File: src/rtl/vip_slink_pkg.sv
// Shared constants for the serial-link loopback VIP: LFSR taps, default seed and counter width.
package vip_slink_pkg;

  localparam int unsigned CntW  = 16;
  localparam int unsigned LfsrW = 16;

  // x^16+x^14+x^13+x^11+1 in right-shifting Fibonacci form: taps land on state bits 0,2,3,5.
  localparam logic [LfsrW-1:0] LfsrTaps        = 16'h002D;
  localparam logic [LfsrW-1:0] LfsrSeedDefault = 16'hACE1;
  localparam logic [CntW-1:0]  CntMax          = 16'hFFFF;

  function automatic logic [LfsrW-1:0] lfsr_next(input logic [LfsrW-1:0] state);
    return {^(state & LfsrTaps), state[LfsrW-1:1]};
  endfunction

endpackage

File: src/rtl/vip_slink_delay_line.sv
// One channel of the loopback: circular delay buffer of {rcv_clk, lanes}, error-injection mux,
// registered output and saturating injected-error counter. Pointers and LFSR come from the top.
module vip_slink_delay_line
  import vip_slink_pkg::*;
#(
  parameter int unsigned NumLanes = 4,
  parameter int unsigned MaxDelay = 16,
  parameter int unsigned DlyW     = $clog2(MaxDelay),
  parameter int unsigned LaneW    = (NumLanes > 1) ? $clog2(NumLanes) : 1
) (
  input  logic                clk_i,
  input  logic                rst_ni,
  input  logic                en_i,
  input  logic [DlyW-1:0]     wptr_i,
  input  logic [DlyW-1:0]     rptr_i,
  input  logic                inj_i,
  input  logic [LaneW-1:0]    lane_idx_i,
  input  logic                rcv_clk_i,
  input  logic [NumLanes-1:0] lanes_i,
  output logic                rcv_clk_o,
  output logic [NumLanes-1:0] lanes_o,
  output logic [CntW-1:0]     err_cnt_o
);

  localparam int unsigned EntW = NumLanes + 1;

  logic [EntW-1:0]     mem_q [MaxDelay];
  logic [EntW-1:0]     wr_ent;
  logic [EntW-1:0]     out_d, out_q;
  logic [NumLanes-1:0] inj_mask;
  logic [CntW-1:0]     cnt_d, cnt_q;

  always_comb begin
    inj_mask = '0;
    if (inj_i) inj_mask[lane_idx_i] = 1'b1;
  end

  // Injection only ever touches lane bits; rcv_clk passes through untouched.
  assign wr_ent = {rcv_clk_i, lanes_i ^ inj_mask};

  // Write-first: a zero-delay read returns this cycle's capture, not the stale slot.
  always_comb begin
    out_d = '0;
    cnt_d = cnt_q;
    if (en_i) begin
      out_d = (rptr_i == wptr_i) ? wr_ent : mem_q[rptr_i];
      if (inj_i && (cnt_q != CntMax)) cnt_d = cnt_q + 1'b1;
    end
  end

  always_ff @(posedge clk_i or negedge rst_ni) begin
    if (!rst_ni) begin
      for (int i = 0; i < MaxDelay; i++) mem_q[i] <= '0;
      out_q <= '0;
      cnt_q <= '0;
    end else begin
      if (en_i) mem_q[wptr_i] <= wr_ent;
      out_q <= out_d;
      cnt_q <= cnt_d;
    end
  end

  assign rcv_clk_o = out_q[EntW-1];
  assign lanes_o   = out_q[NumLanes-1:0];
  assign err_cnt_o = cnt_q;

endmodule

File: src/rtl/vip_slink_loopback.sv
// Serial-link loopback VIP: delays each channel's forwarded clock and lanes by cfg_delay_i+1 cycles,
// optionally flipping one LFSR-selected lane per capture. Holds the shared write pointer and LFSR.
module vip_slink_loopback
  import vip_slink_pkg::*;
#(
  parameter int unsigned      NumChan  = 1,
  parameter int unsigned      NumLanes = 4,
  parameter int unsigned      MaxDelay = 16,
  parameter logic [LfsrW-1:0] LfsrSeed = LfsrSeedDefault,
  localparam int unsigned     DlyW     = $clog2(MaxDelay)
) (
  input  logic                               clk_i,
  input  logic                               rst_ni,
  input  logic                               cfg_en_i,
  input  logic [DlyW-1:0]                    cfg_delay_i,
  input  logic [NumChan-1:0]                 err_inj_i,
  input  logic [NumChan-1:0]                 slink_rcv_clk_i,
  input  logic [NumChan-1:0][NumLanes-1:0]   slink_i,
  output logic [NumChan-1:0]                 slink_rcv_clk_o,
  output logic [NumChan-1:0][NumLanes-1:0]   slink_o,
  output logic [NumChan-1:0][CntW-1:0]       err_cnt_o
);

  localparam int unsigned LaneW = (NumLanes > 1) ? $clog2(NumLanes) : 1;

  logic [DlyW-1:0]  wptr_d, wptr_q;
  logic [DlyW-1:0]  rptr;
  logic [LfsrW-1:0] lfsr_d, lfsr_q;
  logic [LaneW-1:0] lane_idx;

  // MaxDelay is a power of two, so plain wrap-around subtraction is the modulo.
  assign rptr = wptr_q - cfg_delay_i;

  always_comb begin
    wptr_d = wptr_q;
    lfsr_d = lfsr_q;
    if (cfg_en_i) begin
      wptr_d = wptr_q + 1'b1;
      lfsr_d = lfsr_next(lfsr_q);
    end
  end

  always_ff @(posedge clk_i or negedge rst_ni) begin
    if (!rst_ni) begin
      wptr_q <= '0;
      lfsr_q <= LfsrSeed;
    end else begin
      wptr_q <= wptr_d;
      lfsr_q <= lfsr_d;
    end
  end

  if (NumLanes > 1) begin : g_lane_idx
    assign lane_idx = lfsr_q[LaneW-1:0];
  end else begin : g_lane_idx_single
    assign lane_idx = '0;
  end

  for (genvar c = 0; c < NumChan; c++) begin : g_chan
    vip_slink_delay_line #(
      .NumLanes (NumLanes),
      .MaxDelay (MaxDelay),
      .DlyW     (DlyW),
      .LaneW    (LaneW)
    ) u_dly (
      .clk_i      (clk_i),
      .rst_ni     (rst_ni),
      .en_i       (cfg_en_i),
      .wptr_i     (wptr_q),
      .rptr_i     (rptr),
      .inj_i      (err_inj_i[c]),
      .lane_idx_i (lane_idx),
      .rcv_clk_i  (slink_rcv_clk_i[c]),
      .lanes_i    (slink_i[c]),
      .rcv_clk_o  (slink_rcv_clk_o[c]),
      .lanes_o    (slink_o[c]),
      .err_cnt_o  (err_cnt_o[c])
    );
  end

  always_ff @(posedge clk_i) begin
    assert ((NumLanes >= 1) && ((NumLanes & (NumLanes - 1)) == 0))
      else $error("NumLanes must be a power of two");
    assert ((MaxDelay >= 2) && ((MaxDelay & (MaxDelay - 1)) == 0))
      else $error("MaxDelay must be a power of two and at least 2");
    assert (LfsrSeed != '0)
      else $error("LfsrSeed must be nonzero");
  end

endmodule

File: config.mk
export PLATFORM = sky130hd
export DESIGN_NAME = vip_slink_loopback
export DESIGN_NICKNAME = d
export VERILOG_FILES = /design/src/rtl/vip_slink_pkg.sv /design/src/rtl/vip_slink_delay_line.sv /design/src/rtl/vip_slink_loopback.sv
export SDC_FILE = /design/constraint.sdc
export NUM_CORES = 1
export LEC_CHECK = 0
export BUFFER_PORTS_ARGS = -buffer_cell sky130_fd_sc_hd__buf_2
export CORE_MARGIN = 5
export CORE_UTILIZATION = 55
export DETAILED_ROUTE_END_ITERATION = 8
export PLACE_DENSITY = 0.74
export SYNTH_ARGS = -nofsm -noshare
export SYNTH_HDL_FRONTEND = slang
export SYNTH_SLANG_ARGS = --single-unit
export TNS_END_PERCENT = 30
File: constraint.sdc
create_clock -name clk_i -period 2.7 [get_ports clk_i]
set_input_delay 0.405 -clock clk_i [delete_from_list [all_inputs] [get_ports clk_i]]
set_output_delay 0.405 -clock clk_i [all_outputs]
set_load 0.05 [all_outputs]
==> impl_results.md, run 1 <==
- Sequential-to-total area share from yosys stat: 53.0%
- CTS tree: built
- Final Hold Viols: 0
- Hold Path Cell Cnt: 2
- DR iter-0 viols: 199
- # Post-CTS Setup Buffers: 0
- Cell row count: 37
- R2r startpoint: wptr_q[0]
- R2r endpoint: g_chan[0].u_dly.out_q[2]
- Synth Instances: 505
- Crit Path Category: reg2reg
- Worst Clk Skew: 7.33 ps
- Power per cell area: 1350 mW/mm2
- Area grow syn2layout: 17.2%
- GP Congestion: 0.882
- Pint: 5.85 mW
- Max-slew violation count: 0
- Slew HR: 59.8%
- Ranking of synthesized cells by area: dfrtp_1 49%, mux2i_1 7.0%, o21ai_0 5.4%, nand2_1 4.6%, mux2_2 3.7%
- WL final: 12400 um
- Critical path peak fanout: 10
- Outcome: finished, final reports clean
- Placed inst area: 0.00610 mm2
- CTS Sinks: 121
- Diode count: 0
- Layout cell share with drive strength beyond 1: 21.8%
- Final worst path period need: 2580 ps
- Total number of vias: 4050
- Setup violations, final: 0
- Post-route ant nets: 0
- Hold Crit Start: slink_rcv_clk_i
- Filler cells: 808
- Synthesized area per cell: 11.3 um2
- DRC: 0
- Worst r2r path cells: 9
- R2R Setup Slk: 120 ps
- Maximum VDD drop: 0.825 mV
- Top FF cell, synth: dfrtp_1
- Largest net degree at the start of global routing: 73
- Max H-tree Level: 4
- Class of the worst hold path: in2reg
- Die ar.: 0.0126 mm2
- Cell Chain, Critical Path: inv_1 > ha_2 > inv_1 > fa_2 > xor2_4 > buf_12 > mux4_1 > a21boi_1 > o32ai_1
- Maxcap violations: 0
- Leak pwr: 3.09 nW
- Post-synth net total: 527
- Startpoint Class: flip-flop
- Initial Util: 56.0%
- Sequential share of power: 35.1%
- Port buffer count: 33
- Worst Setup End Kind: flip-flop
- Fin area: 0.00672 mm2
- Ys Warns: 0
- Footprint of the multi-input gates: 0.00253 mm2
- CP dominant cell by count: inv_1
- Commonest cells post-synth: 113 x dfrtp_1, 71 x nand2_1, 62 x o21ai_0, 40 x mux2i_1
- Synth async-reset ratio: 100%
- Highest clock rate: 0.388 GHz
- TritonCTS Buffers: 17
- Tot GR Track Use: 21.1%
- Synthesized area: 0.00573 mm2
- RSZ-0062 raised after global routing: no
- Register area: 0.00304 mm2
- P_sw: 3.21 mW
- Via-per-instance ratio: 5.75
- Remaining Overflow, GRT: 0
- Core region area: 0.0102 mm2
- DR WL/cell: 17.6 um
- Final HPWL DP: 8360 um
- Number of global-route vias before repair: 4165
- Setup TNS: 0 ps
- Number of distinct library cells after synthesis: 46
- Combinational share of power: 39.6%
- I/O pins: 34
- Slowest-stage cell, CP: mux4_1
- Worst Path Required: 3090 ps
- Skew-Pair Late Insertion Delay: 510 ps
- CTS clock-pin slew for the worst setup and hold paths: 50 ps
- Top-count cell post-synth: dfrtp_1
- Antenna violations before repair: 1
- EDFF count, synth: 0
- CP arrival: 2980 ps
- Longest Clk Path Bufs: 2
- Die outline height: 112 um
- Period utilisation layout: 95.6%
- Yosys reg bits: 121
- Largest stage delay on the critical path: 540 ps
- Die Width: 112 um
- Sw frac: 35.4%
- Crit path from: wptr_q[0]
- Clk network pwr share: 25.3%
- Post-layout nets: 577
- Drt pass-1 iters: 5
- Tightest Pin Transition: 599 ps
- First-pass GRT wire length: 21000 um
- Synth top area share: 49.3%
- Clk root buf: clkbuf_8
- Hold EP: g_chan[0].u_dly.mem_q[64]
- Dominant cell type by area after synthesis: dfrtp_1
[cell usage in the layout (no fill, tap or decap), types with 5 or more instances in the layout]
master / count
nand3_1: 12
a21boi_1: 5
nand2_1: 71
xnor2_1: 13
clkbuf_8: 6
a21oi_1: 20
inv_1: 9
nor3_1: 5
mux4_2: 8
and3_1: 6
mux2_2: 19
xor2_1: 14
ha_1: 7
clkbuf_16: 16
nand4_1: 11
buf_4: 17
mux2i_1: 40
nor2_1: 20
dfstp_2: 8
buf_2: 32
dfrtp_1: 113
o32ai_1: 5
o21ai_0: 62
[cells by family after synthesis]
kind of cell,synth area share [%]
simple gates,12.3
flops,53.0
compound gates,9.71
mux,15.0
buf+inv,2.92
xor+xnor,5.02
fa+ha+maj,2.10
[worst max path at each step]
| stage | to | slack (ps) | cells after the start |
|---|---|---|---|
| final | g_chan[0].u_dly.out_q[2] | 120 | 9 |
| after global routing | g_chan[0].u_dly.out_q[3] | 10 | 9 |
| after CTS | g_chan[0].u_dly.out_q[2] | 40 | 9 |
| after detailed placement | g_chan[0].u_dly.out_q[2] | 50 | 9 |
| after global placement | g_chan[0].u_dly.out_q[3] | 100 | 9 |
| after floorplan | g_chan[0].u_dly.out_q[2] | 30 | 8 |
[worst max-delay path, delay by kind of cell, from the launching register on]
family,cells,cell delay (ps)
adder cells (fa/ha/maj),2,580
multiplexers,1,540
AO/OA/AOI/OAI,2,470
buffers and inverters,3,320
flip-flops,1,370
XOR/XNOR,1,200
[routing by layer]
layer / GRT usage (%) / wire (um)
met2: 32.7 / 5960
met5: 0 / 7
met4: 8.25 / 201
met3: 6.42 / 810
met1: 28.1 / 5410
[area by class of cell]
type | count | share of cell area, %
Clock inverter | 7 | 1.68
Sequential cell | 121 | 45.2
Multi-Input combinational cell | 354 | 37.7
Clock buffer | 25 | 7.36
Tap cell | 136 | 2.53
Inverter | 9 | 0.503
Timing Repair Buffer | 52 | 5.03
[power groups by stage]
stage	combinational, mW	sequential (mW)	clock [mW]
2_1_floorplan	2.52	3.33	0
5_1_grt	3.94	3.30	2.42
3_5_place_dp	3.57	3.20	0
6_report	3.59	3.18	2.29
4_1_cts	3.60	3.19	2.32
3_3_place_gp	3.45	3.16	0
[what timing repair did]
item,4_1_cts,5_1_grt
gates resized for setup,0,1
endpoints found under the setup margin,0,3
hold buffers,1,0
hold endpoints to repair,15,0
[registers in the layout, indices dropped and copies added, names as in the netlist]
signal / flops
g_chan.u_dly.mem_q: 80
g_chan.u_dly.err_cnt_o: 16
lfsr_q: 16
g_chan.u_dly.out_q: 5
wptr_q: 4
[through the flow]
stage | util [%] | hold WS, ps | worst slack [ps] | total power [mW] | cells
3_5_place_dp | 59.6 | 286 | 45.5 | 6.77 | 671
5_1_grt | 65.7 | 180 | 13.5 | 9.65 | 704
2_1_floorplan | - | 109 | 32.4 | 5.85 | 505
4_1_cts | 65.6 | 175 | 44.5 | 9.11 | 704
3_3_place_gp | 59.6 | 282 | 99.0 | 6.61 | 671
6_report | 65.7 | 195 | 120 | 9.06 | 704
Power figures use the tool's default switching activity.
==> inputs of run 2 (changes only) <==
--- a/config.mk
+++ b/config.mk
@@ -6,7 +6,7 @@
 export NUM_CORES = 1
 export LEC_CHECK = 0
 export BUFFER_PORTS_ARGS = -buffer_cell sky130_fd_sc_hd__buf_2
-export CORE_MARGIN = 5
+export CORE_MARGIN = 2
 export CORE_UTILIZATION = 55
 export DETAILED_ROUTE_END_ITERATION = 8
 export PLACE_DENSITY = 0.74
==> run 2 against run 1 <==
Net effect: utilization about the same; non-clock buffer count down 3; critical path type unchanged; die area fell by 10%.
==> impl_results.md, run 2 (same netlist as run 1, synthesis figures left out) <==
- Outcome: finished, final reports clean
- Filler cells: 790 (-2.2%)
- Diode count: 0 (unchanged)
- Leak pwr: 3.07 nW (-0.41%)
- Initial Util: 56.0% (unchanged)
- First-pass GRT wire length: 20400 um (-2.9%)
- Antenna violations before repair: 0 (-1)
- Placed inst area: 0.00609 mm2 (-0.16%)
- Maximum VDD drop: 0.844 mV (+2.4%)
- CTS tree: built
- DR WL/cell: 17.5 um (-0.54%)
- Clk network pwr share: 25.3% (about the same)
- Worst Clk Skew: 5.58 ps (-1.75 ps)
- CTS Sinks: 121 (unchanged)
- CP arrival: 3030 ps (+50 ps)
- Tot GR Track Use: 23.6% (+2.5 points)
- Period utilisation layout: 97.0% (+1.4 points)
- Layout cell share with drive strength beyond 1: 21.9% (+0.12 points)
- Max-slew violation count: 0 (unchanged)
- Die Width: 106 um (-5.4%)
- Class of the worst hold path: in2reg
- Total number of vias: 4009 (-1.0%)
- Area grow syn2layout: 17.1% (about the same)
- Hold Crit Start: slink_rcv_clk_i
- Cell row count: 37 (unchanged)
- I/O pins: 34 (unchanged)
- Max H-tree Level: 4 (unchanged)
- Worst Setup End Kind: flip-flop
- Sw frac: 36.8% (+1.4 points)
- Most frequent cells in the layout: 113 x dfrtp_1, 71 x nand2_1, 62 x o21ai_0, 40 x mux2i_1, 32 x buf_2
- Sequential share of power: 34.9% (-0.2 points)
- Commonest non-fill, non-tap cell in the layout: dfrtp_1
- Max reg flops: 80 (unchanged)
- Skew-Pair Late Insertion Delay: 520 ps (about the same)
- Crit path from: wptr_q[0]
- Final Hold Viols: 0 (unchanged)
- WL final: 12300 um (-0.96%)
- Startpoint Class: flip-flop
- Post-layout nets: 574 (-0.52%)
- Pint: 5.76 mW (-1.5%)
- Power per cell area: 1360 mW/mm2 (+0.73%)
- Worst Path Required: 3110 ps (+20 ps)
- RSZ-0062 raised after global routing: no
- Via-per-instance ratio: 5.72 (-0.59%)
- Longest Clk Path Bufs: 2 (unchanged)
- Clk root buf: clkbuf_8
- TritonCTS Buffers: 17 (unchanged)
- Slew HR: 56.5% (-3.3 points)
- Largest net degree at the start of global routing: 51 (-30%)
- Setup TNS: 0 ps (unchanged)
- DR iter-0 viols: 217 (+9.0%)
- Final HPWL DP: 8090 um (-3.2%)
- Final worst path period need: 2620 ps (+37.6 ps)
- DRC: 0 (unchanged)
- P_sw: 3.36 mW (+4.7%)
- Fin area: 0.00671 mm2 (about the same)
- Port buffer count: 33 (unchanged)
- Highest clock rate: 0.382 GHz (-1.4%)
- R2r startpoint: wptr_q[0]
- Maxcap violations: 0 (unchanged)
- GP Congestion: 0.835 (-5.3%)
- Critical path peak fanout: 10 (unchanged)
- CTS clock-pin slew for the worst setup and hold paths: 60 ps (about the same)
- Biggest register: g_chan.u_dly.mem_q
- Core region area: 0.0102 mm2 (unchanged)
- Remaining Overflow, GRT: 0 (unchanged)
- Setup violations, final: 0 (unchanged)
- Post-route ant nets: 0 (unchanged)
- Tightest Pin Transition: 653 ps (+54.0 ps)
- Drt pass-1 iters: 5 (unchanged)
- Number of global-route vias before repair: 4053 (-2.7%)
- Die ar.: 0.0113 mm2 (-10%)
- Combinational share of power: 39.8% (+0.2 points)
- Die outline height: 106 um (-5.4%)
- Crit Path Category: reg2reg
[run 2: changes by cell type in the layout (fill, tap and decap cells not counted), sizes merged]
| cell | change |
|---|---|
| clkbuf | -7 |
| buf | -3 |
| clkinv | +1 |
| inv | +6 |
[run 2: through the flow]
stage	power [mW]	instances	hold slack [ps]	setup slack (ps)	util, %
2_1_floorplan	5.85	505	109	32.4	-
3_3_place_gp	6.59	668	461	94.2	59.5
3_5_place_dp	6.77	668	470	0.459	59.5
4_1_cts	9.13	701	196	2.43	65.5
5_1_grt	9.67	701	200	16.1	65.6
6_report	9.12	701	203	82.0	65.6
[run 2: final timing paths]
path / cells past startpoint / slack [ps] / to
max: 9 / 80 / g_chan[0].u_dly.out_q[2]
min: 2 / 200 / g_chan[0].u_dly.mem_q[79]
max reg2reg: 9 / 80 / g_chan[0].u_dly.out_q[2]
min reg2reg: 2 / 480 / g_chan[0].u_dly.mem_q[59]
max in group asynchronous: 3 / 1430 / lfsr_q[0]
min in group asynchronous: 2 / 440 / g_chan[0].u_dly.mem_q[72]
[run 2: critical path, stage by stage, from the launching register on]
cell and delay, ps:
dfrtp_1 390, inv_1 120, ha_2 190, inv_1 50, fa_2 390, xor2_4 200
buf_12 160, mux4_1 540, a21boi_1 150, o32ai_1 310
[run 2: routing by layer]
layer  up-vias  wire length, um  part of all wire, %  global-route usage, %
li1       1891                -                    -                      -
met1      1991             5320                   43                   31.0
met2       108             6070                   49                   38.4
met3        19              668                  5.4                   6.07
met4         0              208                  1.7                   7.89
met5         -                0                    0                      0
[run 2: what timing repair did]
item                                    in CTS  in global routing
hold endpoints to repair                    47                  0
resized for setup                            0                  2
endpoints found under the setup margin       0                  5
hold buffers                                 1                  0
buffers inserted                             0                  0
[run 2: final cells by class]
type                            instances  area [um2]  area share [%]
Multi-Input combinational cell        354        2540            37.8
Sequential cell                       121        3040            45.2
Tap cell                              136         170            2.53
Inverter                                9        33.8           0.503
Clock inverter                         14         188            2.80
Clock buffer                           18         418            6.22
Timing Repair Buffer                   49         328            4.88
[run 2: power by group through the flow]
stage               combinational, mW  clock, mW  sequential (mW)
floorplan                        2.52          0             3.33
global placement                 3.45          0             3.14
detailed placement               3.58          0             3.19
CTS                              3.61       2.34             3.18
global route                     3.96       2.43             3.28
finish                           3.63       2.31             3.18
==> inputs of run 3 (changes only) <==
--- a/config.mk
+++ b/config.mk
@@ -8,9 +8,11 @@
 export BUFFER_PORTS_ARGS = -buffer_cell sky130_fd_sc_hd__buf_2
 export CORE_MARGIN = 2
 export CORE_UTILIZATION = 55
+export CTS_CLUSTER_SIZE = 40
 export DETAILED_ROUTE_END_ITERATION = 8
 export PLACE_DENSITY = 0.74
 export SYNTH_ARGS = -nofsm -noshare
 export SYNTH_HDL_FRONTEND = slang
+export SYNTH_HIERARCHICAL = 1
 export SYNTH_SLANG_ARGS = --single-unit
 export TNS_END_PERCENT = 30
==> run 3 against run 2 <==
Net effect: sequential share of layout area grew 1.3 points; non-clock buffer count increased by 1; cell area fell by 2.8%; largest power group unchanged; total power fell by 1.4%; sequential power about the same; synthesized cell count shrank 7.3%; final cell count down 5.7%.
==> impl_results.md, run 3 <==
- CTS Sinks: 121 (unchanged)
- # Post-CTS Setup Buffers: 0 (unchanged)
- Longest Clk Path Bufs: 2 (unchanged)
- Remaining Overflow, GRT: 0 (unchanged)
- Clk root buf: clkbuf_8
- Commonest non-fill, non-tap cell in the layout: dfrtp_1
- Post-layout nets: 534 (-7.0%)
- Initial Util: 56.6% (+0.57 points)
- Commonest cells post-synth: 113 x dfrtp_1, 56 x nor2_1, 46 x nand2_1, 42 x a21oi_1, 32 x mux2_2
- Sequential-to-total area share from yosys stat: 55.2% (+2.2 points)
- I/O pins: 34 (unchanged)
- Largest net degree at the start of global routing: 56 (+9.8%)
- Core region area: 0.00973 mm2 (-4.9%)
- Max H-tree Level: 4 (unchanged)
- Antenna violations before repair: 0 (unchanged)
- Class of the worst hold path: in2reg
- Setup violations, final: 0 (unchanged)
- Drt pass-1 iters: 5 (unchanged)
- Post-synth net total: 487 (-7.6%)
- Diode count: 0 (unchanged)
- Max-slew violation count: 0 (unchanged)
- Max reg flops: 80 (unchanged)
- Worst Setup End Kind: flip-flop
- Cell row count: 36 (-2.7%)
- Via-per-instance ratio: 5.70 (-0.35%)
- Worst Path Required: 3130 ps (+20 ps)
- Layout cell share with drive strength beyond 1: 28.8% (+6.8 points)
- Period utilisation layout: 88.1% (-8.9 points)
- CP arrival: 2810 ps (-220 ps)
- Top-count cell post-synth: dfrtp_1
- Setup TNS: 0 ps (unchanged)
- Area grow syn2layout: 18.5%
- Startpoint Class: flip-flop
- Synthesized area: 0.00551 mm2 (-3.9%)
- CTS tree: built
- DR WL/cell: 17.4 um (-0.61%)
- Most frequent cells in the layout: 113 x dfrtp_1, 56 x nor2_1, 46 x nand2_1, 42 x a21oi_1
- Die ar.: 0.0108 mm2 (-3.8%)
- DRC: 0 (unchanged)
- Ranking of synthesized cells by area: dfrtp_1 51%, mux4_2 8.2%, mux2_2 6.5%, a21oi_1 3.8%, dfstp_2 3.8%
- Number of global-route vias before repair: 3813 (-5.9%)
- Dominant cell type by area after synthesis: dfrtp_1
- Maximum VDD drop: 0.876 mV (+3.7%)
- Power per cell area: 1380 mW/mm2 (+1.4%)
- Slew HR: 58.9% (+2.4 points)
- Biggest register: g_chan.u_dly/mem_q
- Final worst path period need: 2380 ps (-239 ps)
- Yosys reg bits: 121 (unchanged)
- Total number of vias: 3767 (-6.0%)
- Port buffer count: 33 (unchanged)
- Crit Path Category: reg2reg
- GP Congestion: 0.866 (+3.7%)
- Leak pwr: 2.89 nW (-6.0%)
- TritonCTS Buffers: 17 (unchanged)
- CTS clock-pin slew for the worst setup and hold paths: 50 ps (about the same)
- Outcome: finished, final reports clean
- Ys Warns: 6 (+6)
- Skew-Pair Late Insertion Delay: 520 ps (about the same)
- Tightest Pin Transition: 615 ps (-38.3 ps)
- First-pass GRT wire length: 19300 um (-5.7%)
- Post-route ant nets: 0 (unchanged)
- Number of distinct library cells after synthesis: 41 (-11%)
- Die outline height: 104 um (-1.9%)
- WL final: 11500 um (-6.3%)
- Final Power: 8.99 mW (-1.4%)
- Tot GR Track Use: 23.1% (-0.48 points)
- Critical path peak fanout: 21 (+11)
- Post-CTS Hold Fix Bufs: 1 (unchanged)
- RSZ-0062 raised after global routing: no
- Highest clock rate: 0.420 GHz (+10%)
- Final HPWL DP: 7630 um (-5.7%)
- Worst Clk Skew: 6.61 ps (+1.03 ps)
- Top FF cell, synth: dfrtp_1
- Filler cells: 740 (-6.3%)
- Final Hold Viols: 0 (unchanged)
- Die Width: 104 um (-1.9%)
- DR iter-0 viols: 223 (+2.8%)
- EDFF count, synth: 0 (unchanged)
- Post_cts resized: 0 (unchanged)
- Synth Instances: 468 (-7.3%)
- Synth async-reset ratio: 100% (unchanged)
- Synthesized area per cell: 11.8 um2 (+3.7%)
- Synth top area share: 51.4% (+2.0 points)
- Maxcap violations: 0 (unchanged)
run 3: worst max-delay path: stages, from the launching register on:
cell and delay (ps):
dfrtp_1 370, inv_1 60, ha_1 130, inv_1 60, fa_1 410, xor2_2 200
buf_12 210, xnor2_1 150, and4_1 400, a31oi_1 90, a31oi_1 210
run 3: stage by stage:
step	hold slack [ps]	instances	setup slack (ps)	area (um2)	utilization [%]
4_1_cts	184	661	337	6530	67.1
2_1_floorplan	109	468	190	5510	-
5_1_grt	219	661	163	6530	67.1
3_3_place_gp	421	628	382	5900	60.6
3_5_place_dp	433	628	284	5900	60.6
6_report	215	661	321	6530	67.1
run 3: cell type report:
type                    count  area [um2]  share of cell area (%)
flip-flops and latches    121        3040                    46.6
multi-input cells         320        2350                    36.0
repair buffers             50         335                    5.14
clock buffers              24         500                    7.67
inverters                   5        18.8                   0.288
well taps                 133         166                    2.55
clock inverters             8         115                    1.76
run 3: routing by layer:
| layer | global-route usage, % | up-vias | wire length, um |
|---|---|---|---|
| met3 | 6.33 | 21 | 618 |
| met4 | 10.1 | 0 | 214 |
| met1 | 30.7 | 1897 | 5160 |
| li1 | - | 1747 | - |
| met2 | 36.0 | 102 | 5500 |
| met5 | 0 | - | 0 |
run 3: kinds of logic after synthesis:
family / after synthesis / synth area share (%)
muxes: 53 / 15.0
DFF: 121 / 55.2
AOI/OAI and AO/OA: 87 / 8.98
buffers and inverters: 27 / 2.27
and+or+nand+nor: 143 / 12.2
adders and majority gates: 6 / 1.50
xor gates and xnor gates: 31 / 4.93
run 3: final timing paths:
path                                           start                   endpoint  slack [ps]  depth (start not counted)
min                                         cfg_en_i   g_chan[0].u_dly/out_q[3]         210                          3
max reg2reg                                wptr_q[0]   g_chan[0].u_dly/out_q[1]         320                         10
max                                        wptr_q[0]   g_chan[0].u_dly/out_q[1]         320                         10
min reg2reg                g_chan[0].u_dly/mem_q[61]  g_chan[0].u_dly/mem_q[61]         480                          2
max in group asynchronous                     rst_ni                 lfsr_q[15]        1500                          3
min in group asynchronous                     rst_ni                  lfsr_q[8]         420                          2
run 3: report_power, final:
| group | internal, mW | switching, mW | leakage [nW] |
|---|---|---|---|
| Combinational | 1.63 | 1.86 | 1.11 |
| Clock | 1.54 | 0.746 | 0.311 |
| Sequential | 2.67 | 0.531 | 1.46 |
| Total | 5.85 | 3.14 | 2.89 |
